==> src/rtl/seq_detect_pkg.sv <==
// Shared definitions for the parametrised serial pattern detector:
// output-timing mode codes and the fill-counter width helper.
package seq_detect_pkg;

  localparam int MODE_MEALY = 0;
  localparam int MODE_MOORE = 1;

  // Width that holds 0..pat_len-1 valid history bits.
  function automatic int fill_w(input int pat_len);
    return $clog2(pat_len);
  endfunction

endpackage

==> src/rtl/seq_detect_param_if.sv <==
// Serial stream and status bundle of the pattern detector.
// The master drives the stream; the slave (the detector) reports det/det_cnt.
interface seq_detect_param_if #(
  parameter int CNT_W = 8
);
  logic             en;
  logic             din;
  logic             clr;
  logic             det;
  logic [CNT_W-1:0] det_cnt;

  modport master (output en, output din, output clr, input det, input det_cnt);
  modport slave  (input en, input din, input clr, output det, output det_cnt);
endinterface

==> src/rtl/seq_detect_param_sat_counter.sv <==
// Saturating up-counter with synchronous clear; clear beats increment,
// and the count holds at all-ones instead of wrapping.
module sat_counter #(
  parameter int CNT_W = 8
) (
  input  logic             clk,
  input  logic             reset,
  input  logic             inc,
  input  logic             clr,
  output logic [CNT_W-1:0] cnt
);

  logic [CNT_W-1:0] cnt_reg;
  logic [CNT_W-1:0] cnt_next;

  always_comb begin
    cnt_next = cnt_reg;
    if (clr) begin
      cnt_next = '0;
    end else if (inc && (cnt_reg != '1)) begin
      cnt_next = cnt_reg + CNT_W'(1);
    end
  end

  always_ff @(posedge clk or posedge reset) begin
    if (reset) begin
      cnt_reg <= '0;
    end else begin
      cnt_reg <= cnt_next;
    end
  end

  assign cnt = cnt_reg;

endmodule

==> src/rtl/seq_detect_param.sv <==
// Parametrised serial bit-pattern detector: history shift register plus fill
// counter, Mealy or registered Moore detect output, saturating match counter.
module seq_detect_param
  import seq_detect_pkg::*;
#(
  parameter int                 PAT_LEN = 4,
  parameter logic [PAT_LEN-1:0] PATTERN = 4'b1010,
  parameter bit                 OVERLAP = 1'b1,
  parameter int                 MOORE   = MODE_MEALY,
  parameter int                 CNT_W   = 8
) (
  input logic               clk,
  input logic               reset,
  seq_detect_param_if.slave bus
);

  localparam int             FW       = fill_w(PAT_LEN);
  localparam logic [FW-1:0]  FILL_MAX = FW'(PAT_LEN - 1);

  if ((PAT_LEN < 2) || (PAT_LEN > 32)) begin : g_bad_len
    $error("seq_detect_param: PAT_LEN must be within 2..32");
  end

  logic [PAT_LEN-2:0] hist_reg;
  logic [PAT_LEN-2:0] hist_next;
  logic [FW-1:0]      fill_reg;
  logic [FW-1:0]      fill_next;
  logic               match;

  // A two-bit pattern keeps a single history bit, so there is nothing to shift.
  if (PAT_LEN == 2) begin : g_hist_one
    assign hist_next = bus.din;
  end else begin : g_hist_shift
    assign hist_next = {hist_reg[PAT_LEN-3:0], bus.din};
  end

  // State register: history and fill only advance on accepted bits.
  always_ff @(posedge clk or posedge reset) begin
    if (reset) begin
      hist_reg <= '0;
      fill_reg <= '0;
    end else if (bus.en) begin
      hist_reg <= hist_next;
      fill_reg <= fill_next;
    end
  end

  // Next-state logic; without overlap a match empties the history.
  always_comb begin
    fill_next = fill_reg;
    if (bus.en) begin
      if (!OVERLAP && match) begin
        fill_next = '0;
      end else if (fill_reg != FILL_MAX) begin
        fill_next = fill_reg + FW'(1);
      end
    end
  end

  // Output logic.
  always_comb begin
    match = bus.en && (fill_reg == FILL_MAX) && ({hist_reg, bus.din} == PATTERN);
  end

  if (MOORE == MODE_MOORE) begin : g_moore
    logic det_reg;

    always_ff @(posedge clk or posedge reset) begin
      if (reset) begin
        det_reg <= 1'b0;
      end else begin
        det_reg <= match;
      end
    end

    assign bus.det = det_reg;
  end else begin : g_mealy
    assign bus.det = match;
  end

  sat_counter #(
    .CNT_W (CNT_W)
  ) u_cnt (
    .clk   (clk),
    .reset (reset),
    .inc   (match),
    .clr   (bus.clr),
    .cnt   (bus.det_cnt)
  );

endmodule

==> src/flat_wrapper.sv <==
// flat-port wrapper written by rule: the top's interface ports become plain ports
module seq_detect_param_flat import seq_detect_pkg::*;
#(
  parameter int                 PAT_LEN = 4,
  parameter logic [PAT_LEN-1:0] PATTERN = 4'b1010,
  parameter bit                 OVERLAP = 1'b1,
  parameter int                 MOORE   = MODE_MEALY,
  parameter int                 CNT_W   = 8
)
  (clk, reset, bus_en, bus_din, bus_clr, bus_det, bus_det_cnt);
  seq_detect_param_if #(.CNT_W(CNT_W)) bus_i ();
  input logic clk;
  input logic reset;
  input wire logic [$bits(bus_i.en)-1:0] bus_en;
  input wire logic [$bits(bus_i.din)-1:0] bus_din;
  input wire logic [$bits(bus_i.clr)-1:0] bus_clr;
  output wire logic [$bits(bus_i.det)-1:0] bus_det;
  output wire logic [$bits(bus_i.det_cnt)-1:0] bus_det_cnt;
  assign bus_i.en = bus_en;
  assign bus_i.din = bus_din;
  assign bus_i.clr = bus_clr;
  assign bus_det = bus_i.det;
  assign bus_det_cnt = bus_i.det_cnt;
  seq_detect_param #(.PAT_LEN(PAT_LEN), .PATTERN(PATTERN), .OVERLAP(OVERLAP), .MOORE(MOORE), .CNT_W(CNT_W)) u_core (.clk(clk), .reset(reset), .bus(bus_i));
endmodule
==> config.mk <==
export PLATFORM = sky130hd
export DESIGN_NAME = seq_detect_param_flat
export DESIGN_NICKNAME = d
export VERILOG_FILES = /design/src/rtl/seq_detect_pkg.sv /design/src/rtl/seq_detect_param_if.sv /design/src/rtl/seq_detect_param_sat_counter.sv /design/src/rtl/seq_detect_param.sv /design/src/flat_wrapper.sv
export SDC_FILE = /design/constraint.sdc
export NUM_CORES = 1
export LEC_CHECK = 0
export ABC_CLOCK_PERIOD_IN_PS = 3160
export BUFFER_PORTS_ARGS = -buffer_cell sky130_fd_sc_hd__buf_2
export CAP_MARGIN = 0
export CELL_PAD_IN_SITES_DETAIL_PLACEMENT = 1
export CELL_PAD_IN_SITES_GLOBAL_PLACEMENT = 2
export CORE_ASPECT_RATIO = 0.7
export CORE_MARGIN = 10
export CORE_UTILIZATION = 35
export DETAILED_ROUTE_END_ITERATION = 10
export GPL_TIMING_DRIVEN = 1
export PLACE_DENSITY_LB_ADDON = 0.1
export RECOVER_POWER = 25
export SYNTH_ARGS = -nofsm -noshare
export SYNTH_HDL_FRONTEND = slang
export SYNTH_SLANG_ARGS = --single-unit
export TNS_END_PERCENT = 100
==> constraint.sdc <==
create_clock -name clk -period 3.16 [get_ports clk]
set_input_delay 0.79 -clock clk [delete_from_list [all_inputs] [get_ports clk]]
set_output_delay 0.79 -clock clk [all_outputs]
set_load 0.02 [all_outputs]
==> results.py, run 1 <==
metrics = {
    "grt": {
        "grt_overflow": 0,
        "grt_usage": 0.0826,
        "antenna_found_initial": 0,
        "grt_start_max_net_pins": 14,
        "grt_pass1_vias": 546,
        "grt_pass1_wl_microns": 2640,
    },
    "synth": {
        "ys_types": 27,
        "synth_area_sq_um": 673,
        "synthCells": 62,
        "yosysSeqAreaShare": 0.483,
        "ys_seq_elements": 13,
        "syn_area_per_cell_sq_um": 10.9,
        "syn_nets": 69,
        "synth-warning-count": 0,
    },
    "clocking": {
        "clkLatencyLatePin_ps": 270,
        "htree_levels": 1,
        "cts_buffers": 3,
        "cts_sinks": 13,
        "clk_pin_slew_ps": 80,
        "post_cts_resized": 0,
        "cts_tree": "done",
        "postCtsSetupRepairBufs": 0,
        "postCtsHoldBufs": 0,
        "cts-root-buf": "clkbuf_4",
        "cts_buffer_depth": 2,
    },
    "detailed_routing": {
        "drt_iter0_drc": 10,
        "antenna_left": 0,
        "routed-via-count": 535,
        "drt_wl_total_microns": 1510,
        "route.detailed.drc": 0,
        "first_pass_iters": 2,
        "via_per_inst": 5.35,
        "wl_per_cell_microns": 15.1,
    },
    "power_and_ir_drop": {
        "p_leak_nw": 0.373,
        "ir_worst_vdd_mv": 0.387,
        "power.switching_w": 0.0000975,
        "p_sw_frac": 0.264,
        "intPower_w": 0.000272,
        "p_seq_frac": 0.543,
        "combPwrFrac": 0.182,
        "p_per_area_nw_per_um2": 468,
        "clockPowerShare": 0.275,
    },
    "place": {
        "place.detailed.hpwl_microns": 1190,
        "gp_congestion": 0.681,
        "io_buffers": 13,
        "post-place-ws_ps": 896,
        "dpl_cell_area_sq_um": 762,
    },
    "floorplanning": {
        "core_sq_um": 1840,
        "die_area_sq_um": 4110,
        "io_pins": 14,
        "initial_core_util": 0.366,
        "num_rows": 13,
        "fp.dieW_microns": 72.4,
        "fp.dieH_microns": 56.7,
    },
    "worst_setup_path": {
        "crit_arrival_ps": 1460,
        "r2r_start": "u_core.u_cnt.cnt[0]",
        "cp_max_fo": 4,
        "path_class": "in2out",
        "endpoint": "bus_det",
        "r2r_slack_ps": 1180,
        "startpoint_type": "input port",
        "r2r-end": "u_core.u_cnt.cnt[5]",
        "ff2ff_path_depth": 5,
        "setup.worst_path.start": "bus_din",
        "end_kind": "output pin",
        "worst_ep_required_time_ps": 2370,
    },
    "timing": {
        "period_needed_ps": 2250,
        "worst_slack_ps": 905,
        "fmax_ghz": 0.444,
        "slew_violations": 0,
        "worstMarginPinSlew_ps": 512,
        "slew_headroom": 0.658,
        "fin_worst_skew_ps": 2.00,
        "setup_tns_ps": 0,
        "hold_violations": 0,
        "fin_crit_sh": 0.714,
        "rsz0062_at_grt": "false",
        "setup_viol": 0,
    },
    "cells_and_area": {
        "antenna_cells": 0,
        "area_growth_pct": 17.1,
        "final_area_sq_um": 788,
        "nets": 86,
        "fin_util": 0.429,
        "largest_reg_flops": 8,
        "most-common-layout-cells": "buf_2 (13), dfrtp_1 (13), nor2_1 (5)",
        "drive_gt1_frac": 0.282,
    },
    "worst_hold_path": {
        "min_path_type": "reg2reg",
    },
    "run_status": {
        "outcome": "finished, final reports clean",
    },
    "run": {
        "drv_cap": 0,
    },
}
[worst min path at each step]
stage | start | slack [ps] | to | cells past startpoint
finish | u_core.fill_reg[0] | 490 | u_core.fill_reg[0] | 1
global route | u_core.fill_reg[0] | 530 | u_core.fill_reg[0] | 1
CTS | u_core.fill_reg[0] | 500 | u_core.fill_reg[0] | 1
detailed placement | u_core.fill_reg[0] | 480 | u_core.fill_reg[0] | 1
global placement | u_core.fill_reg[0] | 470 | u_core.fill_reg[0] | 1
floorplan | u_core.fill_reg[0] | 450 | u_core.fill_reg[0] | 1
[area by class of cell]
type,count,area (sq um)
Clock buffer,4,26.3
Fill cell,219,1050
Inverter,3,11.3
Multi-Input combinational cell,45,333
Sequential cell,13,325
Tap cell,22,27.5
Timing Repair Buffer,13,65.1
[power groups by stage]
| stage | sequential, W | combinational, W | clock, W |
|---|---|---|---|
| CTS | 0.000201 | 0.0000698 | 0.000107 |
| global placement | 0.000203 | 0.0000635 | 0 |
| global route | 0.000204 | 0.0000787 | 0.000116 |
| finish | 0.000201 | 0.0000671 | 0.000101 |
| floorplan | 0.000201 | 0.0000533 | 0 |
| detailed placement | 0.000205 | 0.0000695 | 0 |
[routing by layer]
| metal | share of wire | track usage | wire length, microns |
|---|---|---|---|
| met5 | 0 | 0 | 0 |
| met4 | 0.0053 | 0.0162 | 8 |
| met3 | 0.072 | 0.0544 | 108 |
| met2 | 0.43 | 0.115 | 647 |
| met1 | 0.49 | 0.103 | 741 |
[Yosys cell counts]
master / count / area share
nand3_1: 3 / 0.022
a211oi_1: 1 / 0.011
buf_1: 1 / 0.0056
or3_1: 2 / 0.019
nor2_1: 5 / 0.028
and4_1: 2 / 0.026
nand4_1: 1 / 0.0093
a21oi_1: 4 / 0.030
nand2b_1: 2 / 0.019
nor2b_1: 1 / 0.0093
nor3_1: 3 / 0.022
a211o_4: 1 / 0.026
nand4b_4: 1 / 0.035
o31ai_1: 1 / 0.011
or4_1: 1 / 0.011
o21ai_0: 2 / 0.015
xor2_1: 1 / 0.013
dfrtp_1: 13 / 0.48
mux2i_1: 2 / 0.030
inv_1: 3 / 0.017
or2b_1: 1 / 0.011
and3_1: 1 / 0.0093
nor4_1: 1 / 0.0093
mux2_2: 4 / 0.067
nand2_1: 2 / 0.011
xnor2_1: 1 / 0.013
ha_1: 2 / 0.037
[worst max-delay path, cell delays in order]
cell,delay (ps)
buf_2,100
nand2b_1,190
nor2_1,190
buf_2,200
[per-stage QoR]
stage,total power [W],hold slack (ps),std cells
floorplan,0.000254,452,62
global placement,0.000266,472,96
detailed placement,0.000274,483,96
CTS,0.000378,497,100
global route,0.000398,534,100
finish,0.000369,488,100
[cell families after synthesis]
| kind of cell | count (synthesis) | share of synthesized area |
|---|---|---|
| mux | 6 | 0.0967 |
| fa+ha+maj | 2 | 0.0372 |
| compound gates | 9 | 0.0930 |
| xor+xnor | 2 | 0.0260 |
| buf+inv | 4 | 0.0223 |
| simple gates | 26 | 0.242 |
| flops | 13 | 0.483 |
(Power assumes the default switching activity.)
==> run 2, diff against run 1 <==
ABC_AREA = 1   (was default)
ABC_CLOCK_PERIOD_IN_PS = 2200   (was 3160)
CORE_UTILIZATION = 30   (was 35)
clock period = 2.2 ns   (was 3.16 ns; I/O delays follow)
==> run 2 against run 1 <==
  * Wire length is 20% higher
  * Hold slack got worse by 200 ps
  * Clock power grew 52%
  * Critical path type is now reg2out
  * Critical endpoint unchanged
  * Largest cell class unchanged
==> results.py, run 2 <==
metrics = {
    "power_and_ir_drop": {
        "finalPower_w": 0.000533,
        "p_per_area_nw_per_um2": 607,
        "p_leak_nw": 0.485,
        "ir_worst_vdd_mv": 0.314,
    },
    "detailed_routing": {
        "wl_per_cell_microns": 12.5,
        "via_per_inst": 4.28,
        "routed-via-count": 616,
        "drt_wl_total_microns": 1800,
        "drt_iter0_drc": 12,
        "first_pass_iters": 2,
        "antenna_left": 0,
        "route.detailed.drc": 0,
    },
    "timing": {
        "fin_crit_sh": 0.881,
        "slew_headroom": 0.643,
        "worstMarginPinSlew_ps": 535,
        "rsz0062_at_grt": "false",
        "period_needed_ps": 1940,
        "fmax_ghz": 0.516,
        "setup_viol": 0,
        "setup_tns_ps": 0,
        "hold_violations": 0,
        "fin_worst_skew_ps": 3.10,
        "slew_violations": 0,
    },
    "worst_setup_path": {
        "cp_slowest_stage_delay_ps": 370,
        "end_kind": "output pin",
        "ff2ff_path_depth": 7,
        "startpoint_type": "register",
        "r2r-end": "u_core.u_cnt.cnt[3]",
        "cp_cell_sequence": "ha_1 -> inv_1 -> nor2_1 -> nand3_4 -> inv_1 -> buf_2",
        "worst_path_most_repeated_cell": "inv_1",
        "r2r_start": "u_core.u_cnt.cnt[0]",
        "cp_slowest_cell": "dfrtp_1",
        "r2r_slack_ps": 770,
        "setup.worst_path.start": "u_core.fill_reg[0]",
        "cp_max_fo": 2,
        "crit_arrival_ps": 1390,
        "worst_ep_required_time_ps": 1650,
        "path_class": "reg2out",
    },
    "synth": {
        "synth_common_cells": "nand2_1 (32), dfrtp_1 (13), inv_1 (12)",
        "yosysMostFrequentCell": "nand2_1",
        "async_reset_ff_frac": 1.00,
        "yosysSeqAreaShare": 0.437,
        "ys_seq_elements": 13,
        "synth-warning-count": 0,
        "synth_area_sq_um": 744,
        "ys_types": 17,
        "synthCells": 93,
        "synth_edf_count": 0,
        "yosys.area.top_type": "dfrtp_1",
        "synth_area_leaders": "dfrtp_1 (44%), nand2_1 (16%), nand3_1 (6.1%)",
        "syn_nets": 100,
        "synth_flop_cell": "dfrtp_1",
        "syn_area_per_cell_sq_um": 8.00,
        "synth_top_cell_area_share": 0.437,
    },
    "clocking": {
        "cts-root-buf": "clkbuf_4",
        "postCtsHoldBufs": 0,
        "clk_pin_slew_ps": 80,
        "postCtsSetupRepairBufs": 0,
        "cts_buffer_depth": 2,
        "cts_buffers": 3,
        "htree_levels": 1,
        "cts_tree": "done",
        "cts_sinks": 13,
        "post_cts_resized": 0,
        "clkLatencyLatePin_ps": 280,
    },
    "place": {
        "place.detailed.hpwl_microns": 1370,
        "placedCellCount": 140,
        "io_buffers": 13,
        "gp_congestion": 0.713,
    },
    "floorplanning": {
        "io_pins": 14,
        "die_area_sq_um": 4910,
        "fp.dieH_microns": 61.7,
        "fp.dieW_microns": 79.5,
        "initial_core_util": 0.307,
        "core_sq_um": 2420,
        "num_rows": 15,
    },
    "cells_and_area": {
        "nets": 118,
        "area_growth_pct": 18.0,
        "drive_gt1_frac": 0.227,
        "largest_reg_flops": 8,
        "most-common-layout-cells": "nand2_1 (32), buf_2 (13), dfrtp_1 (13)",
        "fin_cells": 144,
        "final_common_cell": "nand2_1",
        "antenna_cells": 0,
    },
    "grt": {
        "grt_usage": 0.0811,
        "grt_pass1_wl_microns": 3060,
        "grt_overflow": 0,
        "grt_start_max_net_pins": 14,
        "grt_pass1_vias": 672,
        "antenna_found_initial": 0,
    },
    "run": {
        "drv_cap": 0,
    },
    "run_status": {
        "outcome": "finished, final reports clean",
    },
    "worst_hold_path": {
        "min_path_type": "in2async",
    },
}
run 2: worst max path at each step:
stage	endpoint	slack [ps]	cells after the start
floorplan	bus_det	650	3
global placement	bus_det	440	5
detailed placement	bus_det	430	5
CTS	bus_det	230	6
global route	bus_det	150	6
finish	bus_det	260	6
run 2: power by group:
group          switching, W  total (W)  leakage (nW)  internal [W]
Sequential        0.0000154   0.000281         0.172      0.000266
Clock             0.0000836   0.000154        0.0150     0.0000704
Combinational     0.0000531  0.0000983         0.299     0.0000452
run 2: metrics by stage:
step / worst slack (ps) / hold slack (ps) / instance area, sq um / utilization
final: 262 / 292 / 878 / 0.363
after CTS: 225 / 305 / 878 / 0.363
after global routing: 155 / 331 / 878 / 0.363
after detailed placement: 428 / 473 / 852 / 0.352
after global placement: 444 / 466 / 852 / 0.352
after floorplan: 653 / 427 / 744 / -
run 2: metal layers:
layer	routed length (microns)	GRT usage	share of wire	up-vias
li1	-	-	-	324
met2	744	0.122	0.41	10
met5	0	0	0	-
met4	12	0.0229	0.0067	0
met1	945	0.101	0.52	280
met3	100	0.0394	0.055	2
run 2: layout make-up:
cell class	count	area, sq um
fillers	318	1540
multi-input cells	66	367
clock buffers	4	26.3
inverters	14	52.6
flip-flops and latches	13	325
well taps	34	42.5
repair buffers	13	65.1
run 2: logic make-up after synthesis:
| kind of cell | after synthesis | share of synthesized area |
|---|---|---|
| compound gates | 3 | 0.0202 |
| xor+xnor | 2 | 0.0235 |
| fa+ha+maj | 2 | 0.0336 |
| buf+inv | 14 | 0.0706 |
| flops | 13 | 0.437 |
| mux | 2 | 0.0302 |
| simple gates | 57 | 0.385 |
run 2: worst max-delay path, delay by kind of cell (launching register included):
family,cells,cell delay [ps]
buf+inv,3,260
simple gates,2,320
fa+ha+maj,1,150
flops,1,370
